==> src/rtl/step_dir_generator_pkg.sv <==
// Shared definitions for the step/dir generator: FSM state encoding and the
// default timing parameters used when an instance does not override them.
package step_dir_generator_pkg;

  typedef enum logic [1:0] {
    StIdle      = 2'd0,
    StDirSetup  = 2'd1,
    StPulseHigh = 2'd2,
    StPulseLow  = 2'd3
  } state_e;

  localparam int unsigned DefPulseWidth = 16;  // step high time in clk cycles
  localparam int unsigned DefDirSetup   = 8;   // dir change to next step rise, clk cycles

endpackage

==> src/rtl/step_dir_generator_if.sv <==
// Move-command channel of the step/dir generator.
//   cmd_valid/cmd_ready : handshake, transfer when both are high on a clk edge
//   cmd_dir             : 1 = forward (+), 0 = reverse (-)
//   cmd_steps           : number of step pulses to emit (0 is legal)
//   cmd_period          : requested spacing of step rising edges in clk cycles
//   abort               : stop the current move after the pulse in progress
// master = command source, slave = generator.
interface step_dir_generator_if #(
  parameter int unsigned move_bits   = 32,
  parameter int unsigned period_bits = 24
) ();
  logic                   cmd_valid;
  logic                   cmd_ready;
  logic                   cmd_dir;
  logic [move_bits-1:0]   cmd_steps;
  logic [period_bits-1:0] cmd_period;
  logic                   abort;

  modport master (
    output cmd_valid, cmd_dir, cmd_steps, cmd_period, abort,
    input  cmd_ready
  );

  modport slave (
    input  cmd_valid, cmd_dir, cmd_steps, cmd_period, abort,
    output cmd_ready
  );
endinterface

==> src/rtl/step_dir_generator_cycle_timer.sv <==
// Loadable down-counter shared by every timed phase of the generator.
//   clk, resetn : clock, asynchronous active-low reset
//   load        : load load_value this cycle (takes priority over counting)
//   load_value  : phase length minus one
//   expired     : count has reached zero; a phase loaded with N-1 lasts N cycles
module step_dir_generator_cycle_timer #(
  parameter int unsigned Width = 24
) (
  input  logic             clk,
  input  logic             resetn,
  input  logic             load,
  input  logic [Width-1:0] load_value,
  output logic             expired
);
  localparam logic [Width-1:0] One = Width'(1);

  logic [Width-1:0] count_q;

  always_ff @(posedge clk or negedge resetn) begin
    if (!resetn) begin
      count_q <= '0;
    end else if (load) begin
      count_q <= load_value;
    end else if (count_q != '0) begin
      count_q <= count_q - One;
    end
  end

  assign expired = (count_q == '0);
endmodule

==> src/rtl/step_dir_generator.sv <==
// Step/dir initiator: turns move commands into timed step pulses and a dir level
// for a dual H-bridge, and tracks a signed position mirroring the bridge count.
//   clk, resetn     : clock, asynchronous active-low reset
//   cmd             : command channel (slave side), see step_dir_generator_if
//   step, dir       : registered outputs to the bridge
//   busy            : move in progress
//   done            : one-cycle pulse at move completion or abort
//   steps_remaining : pulses still to emit in the current move
//   position        : signed running position, wraps in two's complement
module step_dir_generator
  import step_dir_generator_pkg::*;
#(
  parameter int unsigned move_bits     = 32,
  parameter int unsigned period_bits   = 24,
  parameter int unsigned position_bits = 32,
  parameter int unsigned pulse_width   = DefPulseWidth,
  parameter int unsigned dir_setup     = DefDirSetup
) (
  input  logic                            clk,
  input  logic                            resetn,
  step_dir_generator_if.slave             cmd,
  output logic                            step,
  output logic                            dir,
  output logic                            busy,
  output logic                            done,
  output logic [move_bits-1:0]            steps_remaining,
  output logic signed [position_bits-1:0] position
);
  // One extra bit so 2*pulse_width and the clamp compare never overflow.
  localparam int unsigned ExtBits = period_bits + 1;
  localparam logic [ExtBits-1:0]     MinPeriod = ExtBits'(2 * pulse_width);
  localparam logic [ExtBits-1:0]     PwExt     = ExtBits'(pulse_width);
  localparam logic [ExtBits-1:0]     ExtOne    = ExtBits'(1);
  localparam logic [period_bits-1:0] HighLoad  = period_bits'(pulse_width - 1);
  localparam logic [period_bits-1:0] SetupLoad = period_bits'(dir_setup - 1);
  localparam logic [move_bits-1:0]   StepOne   = move_bits'(1);
  localparam logic signed [position_bits-1:0] PosOne = position_bits'(1);

  state_e             state_q;
  logic               ready_q;   // holds cmd_ready low until the first cycle after reset
  logic               abort_q;
  logic [ExtBits-1:0] period_q;  // effective period of the current move

  logic                     abort_any, accept, cmd_zero;
  logic                     start_setup, start_high, start_low, move_end, setup_abort;
  logic [ExtBits-1:0]       cmd_period_ext, eff_period;
  logic [period_bits-1:0]   low_load, timer_value;
  logic                     timer_load, expired;
  logic signed [position_bits-1:0] pos_stepped;

  always_comb begin
    abort_any      = abort_q | cmd.abort;
    accept         = (state_q == StIdle) & ready_q & cmd.cmd_valid;
    cmd_zero       = (cmd.cmd_steps == '0);
    cmd_period_ext = {1'b0, cmd.cmd_period};
    eff_period     = (cmd_period_ext > MinPeriod) ? cmd_period_ext : MinPeriod;
    start_setup    = accept & ~cmd_zero & (cmd.cmd_dir != dir);
    setup_abort    = (state_q == StDirSetup) & abort_any;
    move_end       = (state_q == StPulseLow) & expired &
                     ((steps_remaining == '0) | abort_any);
    start_high     = (accept & ~cmd_zero & (cmd.cmd_dir == dir)) |
                     ((state_q == StDirSetup) & expired & ~abort_any) |
                     ((state_q == StPulseLow) & expired & ~move_end);
    start_low      = (state_q == StPulseHigh) & expired;
    // After an abort the trailing low phase is only pulse_width long.
    low_load       = abort_any ? HighLoad : period_bits'(period_q - PwExt - ExtOne);
    timer_load     = start_setup | start_high | start_low;
    timer_value    = '0;
    if (start_setup) begin
      timer_value = SetupLoad;
    end else if (start_high) begin
      timer_value = HighLoad;
    end else if (start_low) begin
      timer_value = low_load;
    end
    pos_stepped    = dir ? position + PosOne : position - PosOne;
  end

  step_dir_generator_cycle_timer #(
    .Width(period_bits)
  ) u_cycle_timer (
    .clk       (clk),
    .resetn    (resetn),
    .load      (timer_load),
    .load_value(timer_value),
    .expired   (expired)
  );

  always_ff @(posedge clk or negedge resetn) begin
    if (!resetn) begin
      state_q         <= StIdle;
      ready_q         <= 1'b0;
      abort_q         <= 1'b0;
      period_q        <= '0;
      step            <= 1'b0;
      dir             <= 1'b0;
      done            <= 1'b0;
      steps_remaining <= '0;
      position        <= '0;
    end else begin
      ready_q <= 1'b1;
      done    <= 1'b0;
      if ((state_q != StIdle) && cmd.abort) begin
        abort_q <= 1'b1;
      end
      unique case (state_q)
        StIdle: begin
          if (accept) begin
            steps_remaining <= cmd.cmd_steps;
            period_q        <= eff_period;
            if (cmd_zero) begin
              done <= 1'b1;
            end else if (start_setup) begin
              dir     <= cmd.cmd_dir;
              state_q <= StDirSetup;
            end else begin
              state_q         <= StPulseHigh;
              step            <= 1'b1;
              position        <= pos_stepped;
              steps_remaining <= cmd.cmd_steps - StepOne;
            end
          end
        end
        StDirSetup: begin
          if (setup_abort) begin
            state_q <= StIdle;
            done    <= 1'b1;
            abort_q <= 1'b0;
          end else if (start_high) begin
            state_q         <= StPulseHigh;
            step            <= 1'b1;
            position        <= pos_stepped;
            steps_remaining <= steps_remaining - StepOne;
          end
        end
        StPulseHigh: begin
          if (start_low) begin
            state_q <= StPulseLow;
            step    <= 1'b0;
          end
        end
        StPulseLow: begin
          if (move_end) begin
            state_q <= StIdle;
            done    <= 1'b1;
            abort_q <= 1'b0;
          end else if (start_high) begin
            state_q         <= StPulseHigh;
            step            <= 1'b1;
            position        <= pos_stepped;
            steps_remaining <= steps_remaining - StepOne;
          end
        end
        default: state_q <= StIdle;
      endcase
    end
  end

  assign cmd.cmd_ready = ready_q & (state_q == StIdle);
  assign busy          = (state_q != StIdle);
endmodule

==> src/flat_wrapper.sv <==
// flat-port wrapper written by rule: the top's interface ports become plain ports
module step_dir_generator_flat import step_dir_generator_pkg::*;
#(
  parameter int unsigned move_bits     = 32,
  parameter int unsigned period_bits   = 24,
  parameter int unsigned position_bits = 32,
  parameter int unsigned pulse_width   = DefPulseWidth,
  parameter int unsigned dir_setup     = DefDirSetup
)
  (clk, resetn, step, dir, busy, done, steps_remaining, position, cmd_cmd_valid, cmd_cmd_dir, cmd_cmd_steps, cmd_cmd_period, cmd_abort, cmd_cmd_ready);
  step_dir_generator_if #(.move_bits(move_bits), .period_bits(period_bits)) cmd_i ();
  input  logic clk;
  input  logic resetn;
  output logic step;
  output logic dir;
  output logic busy;
  output logic done;
  output logic [move_bits-1:0] steps_remaining;
  output logic signed [position_bits-1:0] position;
  input wire logic [$bits(cmd_i.cmd_valid)-1:0] cmd_cmd_valid;
  input wire logic [$bits(cmd_i.cmd_dir)-1:0] cmd_cmd_dir;
  input wire logic [$bits(cmd_i.cmd_steps)-1:0] cmd_cmd_steps;
  input wire logic [$bits(cmd_i.cmd_period)-1:0] cmd_cmd_period;
  input wire logic [$bits(cmd_i.abort)-1:0] cmd_abort;
  output wire logic [$bits(cmd_i.cmd_ready)-1:0] cmd_cmd_ready;
  assign cmd_i.cmd_valid = cmd_cmd_valid;
  assign cmd_i.cmd_dir = cmd_cmd_dir;
  assign cmd_i.cmd_steps = cmd_cmd_steps;
  assign cmd_i.cmd_period = cmd_cmd_period;
  assign cmd_i.abort = cmd_abort;
  assign cmd_cmd_ready = cmd_i.cmd_ready;
  step_dir_generator #(.move_bits(move_bits), .period_bits(period_bits), .position_bits(position_bits), .pulse_width(pulse_width), .dir_setup(dir_setup)) u_core (.clk(clk), .resetn(resetn), .cmd(cmd_i), .step(step), .dir(dir), .busy(busy), .done(done), .steps_remaining(steps_remaining), .position(position));
endmodule
==> config.mk <==
export PLATFORM = sky130hd
export DESIGN_NAME = step_dir_generator_flat
export DESIGN_NICKNAME = d
export VERILOG_FILES = /design/src/rtl/step_dir_generator_pkg.sv /design/src/rtl/step_dir_generator_if.sv /design/src/rtl/step_dir_generator_cycle_timer.sv /design/src/rtl/step_dir_generator.sv /design/src/flat_wrapper.sv
export SDC_FILE = /design/constraint.sdc
export NUM_CORES = 1
export LEC_CHECK = 0
export BUFFER_PORTS_ARGS = -buffer_cell sky130_fd_sc_hd__buf_2
export CELL_PAD_IN_SITES_DETAIL_PLACEMENT = 1
export CELL_PAD_IN_SITES_GLOBAL_PLACEMENT = 1
export CORE_ASPECT_RATIO = 1.1
export CORE_MARGIN = 4
export CORE_UTILIZATION = 25
export CTS_CLUSTER_SIZE = 14
export DETAILED_ROUTE_END_ITERATION = 10
export HOLD_SLACK_MARGIN = 0.08
export PLACE_DENSITY_LB_ADDON = 0.1
export SLEW_MARGIN = 20
export SYNTH_ARGS = -nofsm -noshare
export SYNTH_HDL_FRONTEND = slang
export SYNTH_SLANG_ARGS = --single-unit
export TNS_END_PERCENT = 1
==> constraint.sdc <==
create_clock -name clk -period 3 [get_ports clk]
set_input_delay 0.3 -clock clk [delete_from_list [all_inputs] [get_ports clk]]
set_output_delay 0.3 -clock clk [all_outputs]
set_load 0.01 [all_outputs]
* Yosys cells after proc, flatten, opt, wreduce, memory -nomap -nowiden
Cells that the tools add are included.
** Word-level totals
- Flip-flop bits (word level) :: 119
- Output and inout bits :: 69
- Word-level logic and storage cells :: 112
** Cells by class
- $add $sub $neg :: 7
- $lt $le $gt $ge :: 1
- Equality and inequality tests :: 11
- Multiplexer cells :: 47
- Bitwise operators :: 21
- Reductions and logical operators :: 15
** Operators with widths (count)
- 32-bit 2-to-1 mux :: 13
- 32-bit case mux with 3 select lines :: 2
- 24-bit 2-to-1 mux :: 7
- 32-bit logical NOT :: 2
- 32-bit by 1-bit subtractor with 32-bit output (second input constant) :: 2
- 24-bit by 1-bit subtractor with 24-bit output (second input constant) :: 2
- 32-bit by 2-bit adder with 32-bit output (second input constant) :: 1
- 32-bit by 2-bit subtractor with 32-bit output (second input constant) :: 1
- 24-bit by 6-bit > comparator with 1-bit output (second input constant) :: 1
- 24-bit logical NOT :: 1
- 24-bit nonzero test :: 1
- 24-bit by 5-bit subtractor with 24-bit output (second input constant) :: 1
- 1-bit 2-to-1 mux :: 14
- 2-bit 2-to-1 mux :: 7
- 1-bit bitwise AND :: 12
- 6-bit AND reduction :: 2
- 2-bit != test (second input constant) :: 4
- 2-bit case mux with 4 select lines :: 1
- 4-bit AND reduction :: 2
- 1-bit OR :: 6
- 2-bit equality test (second input constant) :: 2
- 2-bit by 1-bit != test with 1-bit output (second input constant) :: 2
- 1-bit case mux with 4 select lines :: 1
- 2-bit nonzero test :: 2
- other kinds (11) :: 13

* Longest topological paths before layout
- Depth after elaboration :: 10
- Mapped depth :: 12
- Depth with buffers taken out :: 11

* Cells and area by module
Synthesis repeated with hierarchy kept, for this count alone.
** Unflattened totals
- Cell total of the unflattened synthesis :: 1044
- Area total of the unflattened synthesis :: 8569.5 sq um
** By module, submodules not included
- step_dir_generator :: times used 1, cells an instance 893, area each 7091.8 sq um, sequential area each 2377.3 sq um
- step_dir_generator_cycle_timer :: times used 1, cells an instance 151, area each 1477.7 sq um, sequential area each 600.6 sq um

* Least setup slack after synthesis
No wires, ideal clock.
- Path type :: register to register
- Start :: register u_core.dir
- End :: register u_core.position[29]
- Arrival time :: 3254 ps
- Path slack :: -378 ps
- Cell stages (with the launch flop) :: 12
- Buffers on the path :: 0
- Clock period less this slack :: 3378 ps
- Cells stage by stage :: dfrtp_1 -> inv_1 -> ha_1 -> a211oi_1 -> o21ai_0 -> a41o_1 -> a41oi_1 -> nand2_1 -> a221o_1 -> a31oi_1 -> xor2_1 -> o21ai_1
** Between the ends
- Word-level cells in the longest chain between the ends :: 7
- Elaborated cells between the ends (all ways) :: 16
** Ends and longest elaborated chain
- start: declaration :: RTL line step_dir_generator.sv:23 : output logic dir,
- start signal: assignment :: RTL line step_dir_generator.sv:114 : dir <= cmd.cmd_dir;
- 1-bit equality test :: RTL line step_dir_generator.sv:61 : start_high = (accept & ~cmd_zero & (cmd.cmd_dir == dir)) |
- 1-bit bitwise AND :: RTL line step_dir_generator.sv:61
- 1-bit OR :: RTL line step_dir_generator.sv:61
- 1-bit OR :: RTL line step_dir_generator.sv:62 : ((state_q == StDirSetup) & expired & ~abort_any) |
- 32-bit 2-to-1 mux :: RTL line step_dir_generator.sv:129, step_dir_generator.sv:147
- 32-bit 2-to-1 mux, on equally long branches :: RTL line step_dir_generator.sv:143, step_dir_generator.sv:125
- 32-bit case mux with 3 select lines :: RTL line step_dir_generator.sv:106 : unique case (state_q)
- end signal: assignment :: RTL line step_dir_generator.sv:119 : position <= pos_stepped;
- end signal: assignment :: RTL line step_dir_generator.sv:132 : position <= pos_stepped;
- end signal: assignment :: RTL line step_dir_generator.sv:150 : position <= pos_stepped;
- end: declaration :: RTL line step_dir_generator.sv:27 : output logic signed [position_bits-1:0] position
Parallel ways exist; a longest one is shown, timed or not. The select of a mux whose other input is x is not followed.
A chain may end at the register's enable or synchronous reset.

* Worst setup path in the final report
- Start :: register u_core.dir
- End :: register u_core.position[30]
The elaborated chain is that of the path after synthesis.

==> impl_metrics.yaml <==
cells_and_area:
  antenna_cells: 0
  instances_no_fill: 1658
  fin_area_um2: 11180
  drive_gt1_frac: 0.2597
  fillers: 3898
  layout_common_cells: "148 x nand2_1, 128 x buf_2, 117 x dfrtp_1"
  fin_nets: 1319
  ff_latch_area_um2: 2980
  synthToLayoutAreaGrowth_pct: 34.24
  final_common_cell: "nand2_1"
  multi_input_area_um2: 5443
route:
  drtPass1Iterations: 4
  drt_iter0_drc: 330
  drcViolationCount: 0
  ant_nets: 0
  wl_per_cell_um: 18.02
  vias: 8195
  wirelength_um: 29880
  vias_per_cell: 4.943
logic_synthesis:
  yosys.area_share.simple: 0.2459
  synthArstFlopShare: 1.000
  ys_top_cells_by_area: "dfrtp_1 36%, nand2_1 6.7%, xor2_1 5.6%"
  syn-num-nets: 1106
  yosysTopAreaCell: "dfrtp_1"
  synth_area_um2: 8330
  ys_seq_area_frac: 0.3575
  synth_ff_type: "dfrtp_1"
  synth_compound_area_frac: 0.1944
  synth_top_area_share: 0.3575
  synth_seq_cells: 119
  synthXorXnorAreaFrac: 0.1072
  synth_area_per_cell_um2: 8.256
  synth_top_family_by_area: "simple AND/OR/NAND/NOR gates"
  synth_fa_ha_area_frac: 0.05497
  synth.distinct_cells: 74
  syn-instance-count: 1009
  synth_edf_count: 0
  muxShareOfSynthArea: 0.007660
  yosysWarnings: 0
timing:
  rsz0062_at_grt: "true"
  setup_viol: 0
  hold_violations: 0
  setup_ws_ns: 0.08170
  drv_slew: 0
  fmax_ghz: 0.3427
  slew_headroom: 0.5946
  tightest_slew_ns: 0.6081
  skew_ns: 0.01136
  fin_crit_ns: 2.918
  period_share: 0.9728
  timing.hold.ws_ns: 0.1008
global_route:
  grt_start_max_net_pins: 43
  gr-usage-met2: 0.2807
  grt-ovfl-total: 0
  grtUsageTotal: 0.1654
  grt_pass1_wl_um: 47890
  grt_use_met3: 0.02640
  use_met1: 0.2179
  grt_pass1_vias: 8739
  antenna_found_initial: 0
  top_usage_layer: "met2"
min_path:
  hp-class: "in2reg"
  min_to: "u_core.period_q[18]$_DFFE_PN0P_"
  hold_path_depth: 3
  hold_start: "cmd_cmd_period[18]"
power:
  power.density_nw_per_um2: 841.3
  peakVddDrop_v: 0.0004254
  report.power.total_mw: 9.409
  p_leak_nw: 5.092
die:
  ioPinCount: 130
  die_y_um: 199.5
  rows: 69
  fp.coreArea_um2: 32630
  dieArea_um2: 36310
  initial_core_util: 0.2553
  chipWidth_um: 182.0
place:
  numPortBuffers: 129
  dpl.hpwl_um: 22400
  post_dp_cell_area_um2: 10150
  place.gp.congestion: 0.8153
  dp_slack_ns: -0.06482
  dp.cells: 1613
worst_setup_path:
  r2r_setup_slack_ns: 0.08
  crit_slowest_cell: "or3b_4"
  r2r_start: "u_core.dir$_DFFE_PN0P_"
  crit_chain: "clkinvlp_4, buf_12, buf_12, ha_4, and4_4, nand3_1, o211a_1, or3b_4, a31oi_4, a311oi_2, xor2_1, o21ai_1"
  reg2reg_to: "u_core.position[30]$_DFFE_PN0P_"
  worst_path_most_repeated_cell: "buf_12"
  cp.depth: 12
  crit_arrival_ns: 3.26
  critPathMaxFanout: 8
  worst_setup_path_start_kind: "flip-flop"
  end_kind: "flip-flop"
  r2r_cells: 12
  cp_slowest_stage_delay_ns: 0.40
  path_buf_inv: 3
  crit_family: "compound AO/OA/AOI/OAI gates"
  crit_type: "reg2reg"
  critPathRequiredTime_ns: 3.34
cts:
  cts.sinks: 119
  cts_root_buf: "clkbuf_16"
  clk-insertion-delay-late_ns: 0.43
  cts_buffer_depth: 2
  cts_buffers: 17
  cts_tree: "done"
  htree_levels: 4
  clk_pin_slew_ns: 0.05
flow_run:
  maxCapViolCount: 0
status:
  outcome: "finished, final reports clean"
## layout make-up
class	instances	area share
Clock inverter	2	0.003133
Timing Repair Buffer	234	0.1394
Tap cell	426	0.04766
Inverter	23	0.008056
Multi-Input combinational cell	827	0.4867
Clock buffer	27	0.04856
Sequential cell	119	0.2665
## registers in the layout, summed over array words and instances (netlist names)
register and count:
u_core.state_q 2, u_core.abort_q 1, u_core.period_q 24, u_core.step 1, u_core.dir 1, u_core.done 1
u_core.ready_q 1, u_core.position 32, u_core.steps_remaining 32, u_core.u_cycle_timer.count_q 24
## power breakdown
part / total (mW) / leakage [nW] / internal, mW / switching, mW
clock: 2.07 / 0.287 / 1.30 / 0.767
sequential: 2.92 / 1.51 / 2.17 / 0.748
combinational: 4.42 / 3.30 / 1.98 / 2.44
## Yosys cell counts (all sizes together) (3+ instances only)
cell type  instances
dfrtp            119
a21o              21
clkbuf            19
o21bai             4
a221oi             9
nor2             104
o21ai             82
mux2i              3
o22ai              6
o221ai             4
a211oi             6
a21oi             70
nand2            149
xor2              53
and2               6
buf               21
a22o               3
nor4              25
nor2b              3
mux2               3
nand3             26
nor3b              4
a41oi              3
nand3b             5
xnor2             49
or3                6
or4               14
o31ai              4
o211ai             6
and4               4
a31oi              8
a222oi             3
o21a               4
nor3              43
or2                6
nand2b            10
and3               9
nor4b              3
a22oi              7
ha                35
inv               23
## worst max path at each step
stage / end / from / slack, ns
2_1_floorplan: u_core.position[29]$_DFFE_PN0P_ / u_core.dir$_DFFE_PN0P_ / -0.29
3_3_place_gp: u_core.steps_remaining[10]$_DFFE_PN0P_ / u_core.steps_remaining[0]$_DFFE_PN0P_ / -0.04
3_5_place_dp: u_core.position[17]$_DFFE_PN0P_ / u_core.dir$_DFFE_PN0P_ / -0.06
4_1_cts: u_core.position[17]$_DFFE_PN0P_ / u_core.dir$_DFFE_PN0P_ / -0.02
5_1_grt: u_core.position[30]$_DFFE_PN0P_ / u_core.dir$_DFFE_PN0P_ / -0.06
6_report: u_core.position[30]$_DFFE_PN0P_ / u_core.dir$_DFFE_PN0P_ / 0.08
## metrics by stage
| stage | util | setup TNS (ns) |
|---|---|---|
| floorplan | - | -1.869 |
| global placement | 0.3111 | -0.1263 |
| detailed placement | 0.3111 | -0.4272 |
| CTS | 0.3334 | -0.03009 |
| global route | 0.3427 | -0.2095 |
| finish | 0.3427 | 0 |
## cell families (layout without fill, tap and decap cells)
group                    after synthesis  in the layout
buffers and inverters                 63            286
adder cells (fa/ha/maj)               36             36
XOR/XNOR                             102            102
AO/OA/AOI/OAI                        259            259
AND/OR/NAND/NOR                      423            423
other                                  1              1
multiplexers                           6              6
flip-flops                           119            119
## tightest hold or removal path: stages
cell and delay (ns):
buf_2 0.08, nand2_1 0.05, nand2_1 0.05
## routing by layer
| metal | part of all wire | up-vias |
|---|---|---|
| met3 | 0.023 | 34 |
| met2 | 0.48 | 111 |
| met1 | 0.48 | 4009 |
| met4 | 0.019 | 0 |
| li1 | - | 4041 |
| met5 | 0 | - |
## repair_timing
item / CTS / global route
pin swaps: 2 / 24
resized for setup: 10 / 56
buffers inserted: 2 / 7
setup endpoints to repair: 9 / 64
endpoints found under the hold margin: 47 / 0
hold buffers: 8 / 0
No activity file was read; power rests on OpenSTA's default activity.
